<file path="src/rtl/pipelined_adder_if.sv">
// Streaming operand/result bundle for pipelined_adder.
// master drives operands and accepts results; slave is the adder.
interface pipelined_adder_if #(
    parameter int unsigned WIDTH = 32
);
    logic             in_valid;
    logic             in_ready;
    logic [WIDTH-1:0] in_a;
    logic [WIDTH-1:0] in_b;
    logic             in_cin;
    logic             in_sub;
    logic             out_valid;
    logic             out_ready;
    logic [WIDTH-1:0] out_sum;
    logic             out_cout;
    logic             out_ovf;

    modport master (
        output in_valid, in_a, in_b, in_cin, in_sub, out_ready,
        input  in_ready, out_valid, out_sum, out_cout, out_ovf
    );

    modport slave (
        input  in_valid, in_a, in_b, in_cin, in_sub, out_ready,
        output in_ready, out_valid, out_sum, out_cout, out_ovf
    );
endinterface

</file>
<file path="src/rtl/pipelined_adder.sv">
// Pipelined ripple-carry adder/subtractor: one SEG_W-bit segment per stage,
// carry registered between stages, valid/ready flow control with collapsing bubbles.
module pipelined_adder #(
    parameter int unsigned WIDTH = 32,
    parameter int unsigned SEG_W = 8
) (
    input  logic             clk,
    input  logic             rst,
    pipelined_adder_if.slave bus
);
    localparam int unsigned STAGES = WIDTH / SEG_W;

    // Stage registers: operands carried forward, partial sum, carry out of the segment.
    logic [STAGES-1:0] valid;
    logic [WIDTH-1:0]  a_r [STAGES];
    logic [WIDTH-1:0]  b_r [STAGES];
    logic [WIDTH-1:0]  s_r [STAGES];
    logic [STAGES-1:0] c_r;
    logic              ovf_r;

    logic [STAGES-1:0] rdy;
    logic [STAGES-1:0] src_v;
    logic [STAGES-1:0] src_c;
    logic [WIDTH-1:0]  src_a [STAGES];
    logic [WIDTH-1:0]  src_b [STAGES];
    logic [WIDTH-1:0]  src_s [STAGES];
    logic [SEG_W:0]    seg   [STAGES];
    logic [WIDTH-1:0]  nxt_s [STAGES];
    logic              nxt_ovf;

    // rdy[k] = ~valid[k] | rdy[k+1], unrolled as "out_ready or a hole at/after k"
    // so the chain has no self-referencing combinational vector.
    always_comb begin : ready_chain
        logic full;
        full = 1'b1;
        rdy  = '0;
        for (int unsigned i = 0; i < STAGES; i++) begin
            full                = full & valid[STAGES-1-i];
            rdy[STAGES-1-i]     = bus.out_ready | ~full;
        end
    end

    always_comb begin
        src_v[0] = bus.in_valid;
        src_a[0] = bus.in_a;
        src_b[0] = bus.in_sub ? ~bus.in_b : bus.in_b;
        src_c[0] = bus.in_sub | bus.in_cin;
        src_s[0] = '0;
        for (int unsigned k = 1; k < STAGES; k++) begin
            src_v[k] = valid[k-1];
            src_a[k] = a_r[k-1];
            src_b[k] = b_r[k-1];
            src_c[k] = c_r[k-1];
            src_s[k] = s_r[k-1];
        end
        for (int unsigned k = 0; k < STAGES; k++) begin
            seg[k]   = {1'b0, src_a[k][k*SEG_W +: SEG_W]}
                     + {1'b0, src_b[k][k*SEG_W +: SEG_W]}
                     + {{SEG_W{1'b0}}, src_c[k]};
            nxt_s[k] = src_s[k];
            nxt_s[k][k*SEG_W +: SEG_W] = seg[k][SEG_W-1:0];
        end
        // carry into the MSB is recovered as a^b^sum at that bit
        nxt_ovf = src_a[STAGES-1][WIDTH-1] ^ src_b[STAGES-1][WIDTH-1]
                ^ seg[STAGES-1][SEG_W-1] ^ seg[STAGES-1][SEG_W];
    end

    always_ff @(posedge clk or posedge rst) begin
        if (rst) begin
            valid <= '0;
            c_r   <= '0;
            ovf_r <= 1'b0;
            for (int unsigned k = 0; k < STAGES; k++) begin
                a_r[k] <= '0;
                b_r[k] <= '0;
                s_r[k] <= '0;
            end
        end else begin
            for (int unsigned k = 0; k < STAGES; k++) begin
                if (rdy[k]) begin
                    valid[k] <= src_v[k];
                    if (src_v[k]) begin
                        a_r[k] <= src_a[k];
                        b_r[k] <= src_b[k];
                        s_r[k] <= nxt_s[k];
                        c_r[k] <= seg[k][SEG_W];
                    end
                end
            end
            if (rdy[STAGES-1] && src_v[STAGES-1]) begin
                ovf_r <= nxt_ovf;
            end
        end
    end

    always_comb begin
        bus.in_ready  = rdy[0];
        bus.out_valid = valid[STAGES-1];
        bus.out_sum   = s_r[STAGES-1];
        bus.out_cout  = c_r[STAGES-1];
        bus.out_ovf   = ovf_r;
    end
endmodule

</file>
<file path="src/flat_wrapper.sv">
// flat-port wrapper written by rule: the top's interface ports become plain ports
module pipelined_adder_flat 
#(
    parameter int unsigned WIDTH = 32,
    parameter int unsigned SEG_W = 8
)
  (clk, rst, bus_in_valid, bus_in_a, bus_in_b, bus_in_cin, bus_in_sub, bus_out_ready, bus_in_ready, bus_out_valid, bus_out_sum, bus_out_cout, bus_out_ovf);
  pipelined_adder_if #(.WIDTH(WIDTH)) bus_i ();
  input  logic clk;
  input  logic rst;
  input wire logic [$bits(bus_i.in_valid)-1:0] bus_in_valid;
  input wire logic [$bits(bus_i.in_a)-1:0] bus_in_a;
  input wire logic [$bits(bus_i.in_b)-1:0] bus_in_b;
  input wire logic [$bits(bus_i.in_cin)-1:0] bus_in_cin;
  input wire logic [$bits(bus_i.in_sub)-1:0] bus_in_sub;
  input wire logic [$bits(bus_i.out_ready)-1:0] bus_out_ready;
  output wire logic [$bits(bus_i.in_ready)-1:0] bus_in_ready;
  output wire logic [$bits(bus_i.out_valid)-1:0] bus_out_valid;
  output wire logic [$bits(bus_i.out_sum)-1:0] bus_out_sum;
  output wire logic [$bits(bus_i.out_cout)-1:0] bus_out_cout;
  output wire logic [$bits(bus_i.out_ovf)-1:0] bus_out_ovf;
  assign bus_i.in_valid = bus_in_valid;
  assign bus_i.in_a = bus_in_a;
  assign bus_i.in_b = bus_in_b;
  assign bus_i.in_cin = bus_in_cin;
  assign bus_i.in_sub = bus_in_sub;
  assign bus_i.out_ready = bus_out_ready;
  assign bus_in_ready = bus_i.in_ready;
  assign bus_out_valid = bus_i.out_valid;
  assign bus_out_sum = bus_i.out_sum;
  assign bus_out_cout = bus_i.out_cout;
  assign bus_out_ovf = bus_i.out_ovf;
  pipelined_adder #(.WIDTH(WIDTH), .SEG_W(SEG_W)) u_core (.clk(clk), .rst(rst), .bus(bus_i));
endmodule
</file>
<file path="config.mk">
export PLATFORM = sky130hd
export DESIGN_NAME = pipelined_adder_flat
export DESIGN_NICKNAME = d
export VERILOG_FILES = /design/src/rtl/pipelined_adder_if.sv /design/src/rtl/pipelined_adder.sv /design/src/flat_wrapper.sv
export SDC_FILE = /design/constraint.sdc
export NUM_CORES = 1
export LEC_CHECK = 0
export CORE_MARGIN = 1
export CORE_UTILIZATION = 32
export CTS_CLUSTER_SIZE = 10
export DETAILED_ROUTE_END_ITERATION = 16
export SLEW_MARGIN = 20
export SYNTH_ARGS = -nofsm -noshare
export SYNTH_HDL_FRONTEND = slang
export SYNTH_SLANG_ARGS = --single-unit
</file>
<file path="constraint.sdc">
create_clock -name clk -period 8.4 [get_ports clk]
set_input_delay 2.1 -clock clk [delete_from_list [all_inputs] [get_ports clk]]
set_output_delay 2.1 -clock clk [all_outputs]
set_load 0.005 [all_outputs]
</file>
==> results.toml <==
[synthesis]
synth-warning-count = 0
synth_simple_gate_area_frac = 0.0496
synthCells = 639
synth-compound-area-share = 0.0679
syn_area_um2 = 8240
synth_top_family_by_area = "multiplexers"
synth.area.mux_share = 0.175
ys_seq_elements = 185
ys_seq_area_frac = 0.562
synth_xor_area_frac = 0.0595
avgSynthCellArea_um2 = 12.9
synth_fa_ha_area_frac = 0.0619
synth_cell_types = 34
synth_nets = 745

[placement]
gp_congestion = 0.773
dp.final_hpwl_um = 10200
numPortBuffers = 105

[global_route]
grt_first_pass_wirelength_um = 25800
grt_usage = 0.127
grt_pass1_vias = 4950
antenna_found_initial = 0
grt_max_degree = 114
globalRoute.totalOverflow = 0

[drt]
wirelength_um = 15300
met3WireLength_um = 431
wl_met2_um = 7260
drcViolationCount = 0
drtIter0Drc = 171
antenna_left = 0
drt_first_pass_iters = 4
m1WireLength_um = 7340
routed_via_density = 4.49
wl_per_cell_um = 14.1
vias = 4866
highest_layer = "met4"

[power]
p_int_mw = 2.27
combPwrFrac = 0.314
p_switching_mw = 0.935
clockPowerShare = 0.258
p_leak_nw = 4.35
peakVddDrop_v = 0.000138
seqPwrFrac = 0.427
power_density_nw_per_um2 = 314
swShare = 0.292
finalPower_mw = 3.20

[critical_path]
start_kind = "input pin"
cp-end-kind = "output pin"
path_class = "input pin to output pin"
cp_max_fo = 4
critPathRequiredTime_ns = 6.30
crit_arrival_ns = 3.61

[clocking]
cts_made_buffers = 17
clk_pin_slew_ns = 0.06
cts_root_buf = "clkbuf_16"
cts_setup_buffers = 0
cts.sinks = 185
clkLatencyLatePin_ns = 0.43
cts_tree = "built"
cts_htree_levels = 4
holdBufCountCts = 0
cts-resized-gates = 0
clock_path_buffers = 2

[layout]
diodes = 0
fill_cells = 2449
area_delta_synth_final_pct = 23.7
fin_util = 0.404
layout_commonest_cell = "dfrtp_1"
nNetsFinal = 846
final_cell_mix = "dfrtp_1, mux2_2, clkdlybuf4s50_1"
drive_gt1_frac = 0.224

[timing]
fin_crit_sh = 0.680
slew_headroom = 0.353
finalHoldViolations = 0
period_needed_ns = 5.71
worst_slew_pin_slew_ns = 0.970
timing.fmax_mhz = 175
whs_ns = 0.477
rsz0062_at_grt = "no"
fin_setup_tns_ns = 0
fin_skew_ns = 0.0126
slew_violations = 0
setup_viol = 0

[run_status]
outcome = "complete, no violations"

[floorplan]
core_area_um2 = 25300
die_area_um2 = 26400
start_util = 0.326
io_pins = 106
die_x_um = 162
fp.dieH_um = 162
row_count = 58

[job]
maxCapViolCount = 0

[hold_path]
holdCritPathClass = "flip-flop to flip-flop"
[metrics by stage]
stage,worst slack (ns),area (um2),cells
final,2.69,10200,1083
after global routing,2.62,10200,1083
after CTS,2.70,10200,1083
after detailed placement,2.72,9580,1051
after global placement,2.70,9580,1051
after floorplan,1.27,8240,639
[cell usage after synthesis, drive strengths merged]
cell / instances / area, um2
a211oi: 1 / 7.51
a21o: 6 / 45.0
a21oi: 15 / 75.1
a31oi: 5 / 31.3
and2: 1 / 6.26
buf: 20 / 116
clkbuf: 7 / 46.3
dfrtp: 185 / 4630
fa: 8 / 160
ha: 28 / 350
inv: 11 / 41.3
mux2: 127 / 1430
mux2i: 1 / 10.0
nand2: 60 / 233
nand2b: 6 / 37.5
nand3: 2 / 10.0
nand3b: 1 / 7.51
nand4b: 1 / 8.76
nor2: 14 / 52.6
nor2b: 2 / 12.5
nor3: 7 / 35.0
o2111ai: 1 / 8.76
o21ai: 65 / 325
o21ba: 1 / 10.0
o21bai: 6 / 45.0
o41a: 1 / 11.3
or2: 1 / 6.26
xnor2: 37 / 324
xor2: 19 / 166
[power by group through the flow]
stage	registers (mW)	logic, mW	clock network, mW
3_5_place_dp	1.39	1.02	0
5_1_grt	1.41	1.14	0.894
3_3_place_gp	1.38	1.00	0
4_1_cts	1.37	1.03	0.857
2_1_floorplan	1.35	0.692	0
6_report	1.37	1.01	0.827
[final timing paths]
path                                    endpoint  slack [ns]             start  depth (start not counted)
max in group asynchronous       u_core.nxt_s[21]        4.75               rst                          3
setup reg to reg                u_core.nxt_s[46]        5.93     u_core.c_r[0]                          8
setup / recovery                    bus_in_ready        2.69     bus_out_ready                          5
hold reg to reg                 u_core.nxt_s[44]        0.48  u_core.nxt_s[44]                          2
min in group asynchronous  u_core.bus.out_sum[0]        2.23               rst                          2
hold / removal                  u_core.nxt_s[44]        0.48  u_core.nxt_s[44]                          2
[cell families after synthesis]
| group | after synthesis |
|---|---|
| flip-flops | 185 |
| multiplexers | 128 |
| AO/OA/AOI/OAI | 101 |
| AND/OR/NAND/NOR | 95 |
| XOR/XNOR | 56 |
| buffers and inverters | 38 |
| adder cells (fa/ha/maj) | 36 |
[per-layer routing]
metal | vias up | track usage
met1 | 2370 | 0.169
met5 | - | 0
met2 | 66 | 0.202
met3 | 18 | 0.0260
met4 | 0 | 0.0519
li1 | 2412 | -
[critical path, cell delays in order]
cell and delay [ns]:
clkdlybuf4s50_1 0.43, nand4b_1 0.34, inv_1 0.13, nand2_1 0.14
clkdlybuf4s50_1 0.48
[flip-flops by register name, summed over array words and instances (netlist names)]
name,flops
u_core.bus.out_sum,32
u_core.bus.out_ovf,1
u_core.c_r,4
u_core.nxt_s,48
u_core.b_r,48
u_core.a_r,48
u_core.valid,4
[area by class of cell]
| type | instances | area (um2) | area share |
|---|---|---|---|
| tap | 330 | 413 | 0.0405 |
| clock buffer | 20 | 447 | 0.0438 |
| inverter | 11 | 48.8 | 0.00479 |
| sequential | 185 | 4630 | 0.454 |
| clock inverter | 12 | 164 | 0.0161 |
| timing repair buffer | 109 | 1080 | 0.106 |
| multi-input combinational | 416 | 3420 | 0.335 |
No activity file was read; power rests on OpenSTA's default activity.
